[src/rtl/imem_loader.sv]
// Program loader: turns a framed little-endian byte stream into sequential
// 32-bit instruction-memory writes, verifies an 8-bit checksum and holds the core meanwhile.
module imem_loader #(
  parameter int unsigned DEPTH = 64,
  parameter int unsigned AW    = 6
) (
  input  logic          clk,
  input  logic          rst_n,
  input  logic          start,
  input  logic          in_valid,
  input  logic [7:0]    in_data,
  output logic          in_ready,
  output logic          mem_we,
  output logic [AW-1:0] mem_addr,
  output logic [31:0]   mem_wdata,
  output logic          cpu_hold,
  output logic          done,
  output logic          err,
  output logic [AW:0]   words_written
);

  typedef enum logic [2:0] {
    IDLE,
    LEN0,
    LEN1,
    DATA,
    WRITE,
    CSUM,
    S_DONE,
    S_ERR
  } state_t;

  state_t        state;
  logic [7:0]    len_lo;
  logic [AW:0]   len;
  logic [7:0]    sum;
  logic [1:0]    idx;
  logic [31:0]   word;
  logic [AW-1:0] addr;

  logic          accept;
  logic [15:0]   len_full;
  logic [7:0]    sum_next;
  logic [31:0]   word_next;
  logic [AW:0]   ww_inc;
  logic          start_ok;

  assign accept   = in_valid && in_ready;
  assign len_full = {in_data, len_lo};
  assign sum_next = sum + in_data;
  assign ww_inc   = words_written + (AW+1)'(1);
  assign start_ok = start && ((state == IDLE) || (state == S_DONE) || (state == S_ERR));

  always_comb begin
    word_next = word;
    word_next[{idx, 3'b000} +: 8] = in_data;
  end

  // in_ready is registered: every transition loads the ready level of the state it enters.
  always_ff @(posedge clk or negedge rst_n) begin
    if (!rst_n) begin
      state         <= IDLE;
      in_ready      <= 1'b0;
      mem_we        <= 1'b0;
      mem_addr      <= '0;
      mem_wdata     <= '0;
      cpu_hold      <= 1'b0;
      done          <= 1'b0;
      err           <= 1'b0;
      words_written <= '0;
      len_lo        <= '0;
      len           <= '0;
      sum           <= '0;
      idx           <= '0;
      word          <= '0;
      addr          <= '0;
    end else begin
      mem_we <= 1'b0;
      if (start_ok) begin
        done          <= 1'b0;
        err           <= 1'b0;
        sum           <= '0;
        idx           <= '0;
        words_written <= '0;
        addr          <= '0;
        cpu_hold      <= 1'b1;
        in_ready      <= 1'b1;
        state         <= LEN0;
      end else begin
        unique case (state)
          LEN0: begin
            if (accept) begin
              len_lo <= in_data;
              sum    <= sum_next;
              state  <= LEN1;
            end
          end
          LEN1: begin
            if (accept) begin
              sum <= sum_next;
              len <= len_full[AW:0];
              if (len_full > 16'(DEPTH)) begin
                err      <= 1'b1;
                in_ready <= 1'b0;
                state    <= S_ERR;
              end else if (len_full == '0) begin
                state <= CSUM;
              end else begin
                state <= DATA;
              end
            end
          end
          DATA: begin
            if (accept) begin
              sum  <= sum_next;
              word <= word_next;
              idx  <= idx + 2'd1;
              if (idx == 2'd3) begin
                mem_we    <= 1'b1;
                mem_addr  <= addr;
                mem_wdata <= word_next;
                in_ready  <= 1'b0;
                state     <= WRITE;
              end
            end
          end
          WRITE: begin
            words_written <= ww_inc;
            in_ready      <= 1'b1;
            // The address saturates on the final word so it cannot wrap before CSUM.
            if (ww_inc == len) begin
              state <= CSUM;
            end else begin
              addr  <= addr + AW'(1);
              state <= DATA;
            end
          end
          CSUM: begin
            if (accept) begin
              sum      <= sum_next;
              in_ready <= 1'b0;
              if (sum_next == '0) begin
                done     <= 1'b1;
                cpu_hold <= 1'b0;
                state    <= S_DONE;
              end else begin
                err   <= 1'b1;
                state <= S_ERR;
              end
            end
          end
          default: begin
            in_ready <= 1'b0;
          end
        endcase
      end
    end
  end

endmodule

[config.mk]
export PLATFORM = sky130hd
export DESIGN_NAME = imem_loader
export DESIGN_NICKNAME = d
export VERILOG_FILES = /design/src/rtl/imem_loader.sv
export SDC_FILE = /design/constraint.sdc
export NUM_CORES = 1
export LEC_CHECK = 0
export ABC_AREA = 1
export BUFFER_PORTS_ARGS = -buffer_cell sky130_fd_sc_hd__buf_2
export CAP_MARGIN = 30
export CORE_MARGIN = 5
export CORE_UTILIZATION = 66
export CTS_BUF_LIST = sky130_fd_sc_hd__clkbuf_2
export CTS_CLUSTER_SIZE = 14
export DETAILED_ROUTE_END_ITERATION = 10
export GPL_TIMING_DRIVEN = 0
export PLACE_DENSITY = 0.88
export SLEW_MARGIN = 20
export SYNTH_ARGS = -nofsm -noshare
export SYNTH_HDL_FRONTEND = slang
export SYNTH_SLANG_ARGS = --single-unit
[constraint.sdc]
create_clock -name clk -period 5.1 [get_ports clk]
set_input_delay 0.765 -clock clk [delete_from_list [all_inputs] [get_ports clk]]
set_output_delay 0.765 -clock clk [all_outputs]
set_load 0.005 [all_outputs]
; After elaboration in Yosys (flattened, before gate mapping)
; Index checks and enable logic that the tools add are counted.
[word_totals]
reg_bits = 116
in_bits = 12
out_inout_bits = 50
word_cells = 117
[op_classes]
addsub = 5
magnitude_cmp = 1
n_eq_ne = 18
shifts = 2
muxes = 48
bitwise = 1
n_reduce_logical = 27
[op_table]
columns = cell, count
row1 = $bwmux W32, 1
row2 = $shift A8 B7 Y32 const A, 1
row3 = $shiftx A8 B7 Y32, 1
row4 = $mux W3, 9
row5 = $mux W1, 24
row6 = $mux W8, 3
row7 = $ne A3 B3 Y1 const B, 7
row8 = $mux W6, 3
row9 = $gt A16 B7 Y1 const B, 1
row10 = $logic_not A16 Y1, 1
row11 = $pmux W3 S5, 1
row12 = $mux W7, 2
row13 = $eq A3 B3 Y1 const B, 4
row14 = $reduce_and A3 Y1, 4
row15 = $reduce_and A6 Y1, 2
row16 = $reduce_bool A2 Y1, 6
row17 = $add A8 B8 Y8, 1
row18 = $logic_not A8 Y1, 1
row19 = $add A7 B1 Y7 const B, 1
row20 = $eq A7 B7 Y1, 1
row21 = $neg A5 Y7, 1
row22 = $add A6 B1 Y6 const B, 1
row23 = $eq A3 B2 Y1 const B, 2
row24 = $mux W2, 3
row25 = other kinds (16), 21

; Longest topological paths before layout
[depth]
word_depth = 6
mapped_depth = 14
mapped_depth_nobuf = 14

; Worst setup path after synthesis
; No wires, ideal clock.
[synth_path]
path_type = input to register
from = input in_data[0]
to = register err
setup_ns = 0.117
arrival_time_ns = 2.115
required_ns = 4.983
path_slack_ns = 2.867
path_stages = 12
n_path_buf = 0
path_cell_list = ha_1 > inv_1 > fa_1 > or2_2 > nand2_1 > nor2_1 > nand3_1 > nor2_1 > nand3_1 > nand3_1 > nand2_1 > nand2_1
[synth_via]
elab_chain_cells = 4
word_cells_on_any_way = 6
classes_between = add/sub: 1 / order compare: 1 / eq/ne: 2 / reduce/logical: 2
[synth_rtl]
columns = item, line
row1 = from (decl), 11  ; input logic [7:0] in_data,
row2 = $add A8 B8 Y8, 50  ; assign sum_next = sum + in_data;
row3 = $logic_not A8 Y1, 142  ; if (sum_next == '0) begin
row4 = $ne A3 B3 Y1 (no source line), --
row5 = $reduce_and A5 Y1 (no source line) (*), --
row6 = to (signal assigned), 69  ; err <= 1'b0;
row7 = to (signal assigned), 81  ; err <= 1'b0;
row8 = to (signal assigned), 147  ; err <= 1'b1;
row9 = to (decl), 18  ; output logic err,
; Every way passes the cells marked *; elsewhere a longest branch is shown, timed or not.
; A chain may end at the register's enable or synchronous reset.

; Worst setup path after layout
[layout_path]
from = register idx[0]
to = register mem_wdata[24]
[layout_via]
elab_chain_cells = 3
word_cells_on_any_way = 6
classes_between = add/sub: 1 / eq/ne: 1 / shift: 2 / mux: 1 / reduce/logical: 1
[layout_rtl]
columns = item, line
row1 = from (decl), 37  ; logic [1:0] idx;
row2 = from (signal assigned), 117  ; idx <= idx + 2'd1;
row3 = $neg A5 Y7, 56  ; word_next[{idx, 3'b000} +: 8] = in_data;
row4 = $shiftx A8 B7 Y32 or $shift A8 B7 Y32 (tied branches), 56
row5 = $bwmux W32, 56
row6 = to (signal assigned), 121  ; mem_wdata <= word_next;
row7 = to (decl), 15  ; output logic [31:0] mem_wdata,
; Parallel ways exist; a longest one is shown, timed or not.

==> metrics.md <==
| Metric | Value |
|---|---|
| Fmax | 359 MHz |
| # clock sinks | 116 |
| Run status | complete, no violations |
| Grt total ovfl | 0 |
| ANT nets after route | 0 |
| DRT iter0 DRCs | a little under 400 |
| Largest net degree at the start of global routing | 60 |
| Via-to-Cell Ratio | approximately 5.8 |
| Crit path launch type | register |
| Full die area | 10800 um^2 |
| Final core utilization | around three quarters |
| TritonCTS clock tree | built |
| CP max FO | 10 |
| H-tree depth | 4 |
| Place WS | 2.39 ns |
| FP Rows | 34 |
| Final Hold Viols | 0 |
| Initial antenna violation count | 0 |
| Max_cap viols | 0 |
| Reg2Reg Depth | 8 |
| Final Max Slew Viols | 0 |
| GRT Total Usage | 26.6% |
| Area delta synth->final | 13.3% |
| Worst skew pair latency | about 0.66 ns |
| Synth cell types | 29 |
| Most used DFF post-synth | dfrtp_1 |
| Final instance area | around 6600 um^2 |
| Chip height | 104 um |
| Worst slew pin tran | 0.565 ns |
| RSZ-0062 raised after global routing | false |
| Critical Path RT | 5.66 ns |
| Placed cell area | 6270 um^2 |
| Average size of a mapped cell | 8.75 um^2 |
| Seq pwr share | 54.7% |
| Core ar. | 8640 um^2 |
| Clock root buffer | clkbuf_2 |
| Cell area after synthesis | 5800 um^2 |
| Die width | 104 um |
| R2R setup slack | 2.31 ns |
| First-pass GRT wire length | 23600 um |
| Post-route clock period utilization | 54.7% |
| Most frequent cells in the layout | nand2_1 (138), dfrtp_1 (116), inv_1 (90) |
| Post-synth EDFFs | 0 |
| Seq/Total Area, Yosys | 50.1% |
| Synth Net Count | 691 |
| Antenna cell count | 0 |
| HPWL after DPL | 9560 um |
| YS warnings | 0 |
| DR WL met2 | approximately 6600 um |
| Initial Util | 67.1% |
| Vias in the first global route | 5018 |
| DR top layer | met4 |
| Wire per inst | 15.8 um |
| Asr flop ratio synth | 100% |
| DRT Wirelength | 13700 um |
| WP depth | 8 |
| Clock share of power | 41.8% |
| Sw frac | 25.0% |
| Critical Path Max Stage Delay | 0.48 ns |
| Fin nets | 773 |
| I/O pins | 62 |
| Maximum root-to-sink buffer count | 2 |
| Crit Path Class | register to register |
| Residual DRC | 0 |
| WL met1 | 5740 um |
| Via count | 5028 |
| GPL Wtd Cong | 0.911 |
| Cells on Worst Hold Path | 3 |
| CP Capture Type | register |
| Port Buffer Count | 61 |
| Clock transition at the registers of the reported paths | between 0.15 and 0.2 ns |
| Leakage | 3.61 nW |
| Switching power total | 0.000421 W |
| Gate Count Post-Synth | 663 |
| CP Cell Sequence | clkbuf_1 > inv_1 > ha_1 > clkbuf_1 > inv_1 > nand3_1 > o22ai_1 > mux2_1 |
| CP delay by family, top | buffers and inverters |
| Drt first pass iters | 6 |
| Hold Path Class | input pin to register |
| Layout Skew | around 0.035 ns |
| CP max-delay cell | dfrtp_1 |
| Post-CTS Setup Repair Bufs | 0 |
| Internal Power | 0.00126 W |
| Worst rel slew slack | 62.2% |
| Layout cells sized above 1 | 15.4% |
| Power Dens Cells | 256 nW/um^2 |
| Routed wl met3 | a little under 1000 um |
| Total negative slack | 0 ns |
| CP arrival | 3.35 ns |
| Logic gate share of total power | under 10% |
| Most common cell after layout, fill and taps aside | nand2_1 |
| Final setup fails | 0 |
| Num CTS Buffers | 17 |
| Minimum clock period | approximately 2.8 ns |
| Worst setup margin | 2.31 ns |
| Synth Register Bits | 116 |
| Worst VDD drop | ~250 uV |
| WP buf/inv | 4 |
-- power by group through the flow --
stage,logic (W),clock network [W],registers [W]
3_3_place_gp,0.0000543,0,0.000937
4_1_cts,0.0000590,0.000712,0.000921
3_5_place_dp,0.0000587,0,0.000937
2_1_floorplan,0.0000204,0,0.000937
5_1_grt,0.0000676,0.000759,0.000921
6_report,0.0000593,0.000704,0.000921
-- per-layer routing --
| metal | track usage, % | up-vias |
|---|---|---|
| met3 | 6.53 | 42 |
| met1 | 35.2 | 2399 |
| met2 | 42.3 | 231 |
| met4 | 10.4 | 0 |
| li1 | - | 2356 |
| met5 | 0 | - |
-- cell type report --
type	instances	area, um^2
Buffer	24	128
Clock buffer	17	85.1
Clock inverter	15	203
Fill cell	594	2070
Inverter	95	357
Multi-Input combinational cell	428	2410
Sequential cell	116	2900
Tap cell	108	135
Timing Repair Buffer	63	349
-- sequential cells by signal, indices dropped and copies added (netlist names), 2 cells and up --
register and cells:
mem_addr 6, idx 2, len_lo 8, len 7
word 32, sum 8, addr 6, mem_wdata 32
state 3, words_written 7
-- synthesized netlist by cell type, types with 5 or more instances --
cell	n	area share, %
nand2_1	138	8.9
dfrtp_1	116	50
inv_1	90	5.8
o21ai_0	67	5.8
nand3_1	39	3.4
nor2_1	33	2.1
mux2_1	31	6.0
nand4_1	28	3.0
o22ai_1	23	2.5
a21oi_1	19	1.6
ha_1	15	3.2
clkbuf_1	11	0.71
xor2_1	7	1.1
buf_2	6	0.52
inv_2	5	0.32
-- metrics by stage --
stage | hold WS, ns | power [W] | cells
after global placement | 0.452 | 0.000992 | 832
after global routing | 0.385 | 0.00175 | 866
after detailed placement | 0.467 | 0.000996 | 833
after floorplan | 0.453 | 0.000958 | 663
final | 0.442 | 0.00168 | 866
after CTS | 0.0168 | 0.00169 | 865
-- timing repair --
item / 4_1_cts / 5_1_grt
hold endpoints to repair: 0 / 7
gates resized for setup: 0 / 0
hold buffers: 0 / 1
-- worst reg2reg max path: cells and delay by family (launching register included) --
| kind | cells | cell delay (ns) |
|---|---|---|
| buf+inv | 4 | 1.10 |
| flops | 1 | 0.48 |
| simple gates | 1 | 0.27 |
| compound gates | 1 | 0.17 |
| fa+ha+maj | 1 | 0.35 |
| mux | 1 | 0.32 |
-- final timing paths --
check,start,end
worst max-delay path,idx[0]$_DFFE_PN0P_,mem_wdata[24]$_DFFE_PN0P_
worst min-delay path,in_data[3],len_lo[3]$_DFFE_PN0P_
worst min register to register,cpu_hold$_DFFE_PN0P_,cpu_hold$_DFFE_PN0P_
worst max register to register,idx[0]$_DFFE_PN0P_,mem_wdata[24]$_DFFE_PN0P_
min in group asynchronous,rst_n,words_written[3]$_DFFE_PN0P_
max in group asynchronous,rst_n,word[8]$_DFFE_PN0P_
-- logic make-up (layout without fill, tap and decap cells) --
logic type | Yosys count | count (layout) | synth area share (%)
simple gates | 251 | 251 | 19.1
buf+inv | 119 | 214 | 8.35
compound gates | 116 | 116 | 10.6
flops | 116 | 116 | 50.1
mux | 34 | 34 | 6.60
fa+ha+maj | 16 | 16 | 3.58
xor+xnor | 11 | 11 | 1.66
No activity file was read; power rests on OpenSTA's default activity.
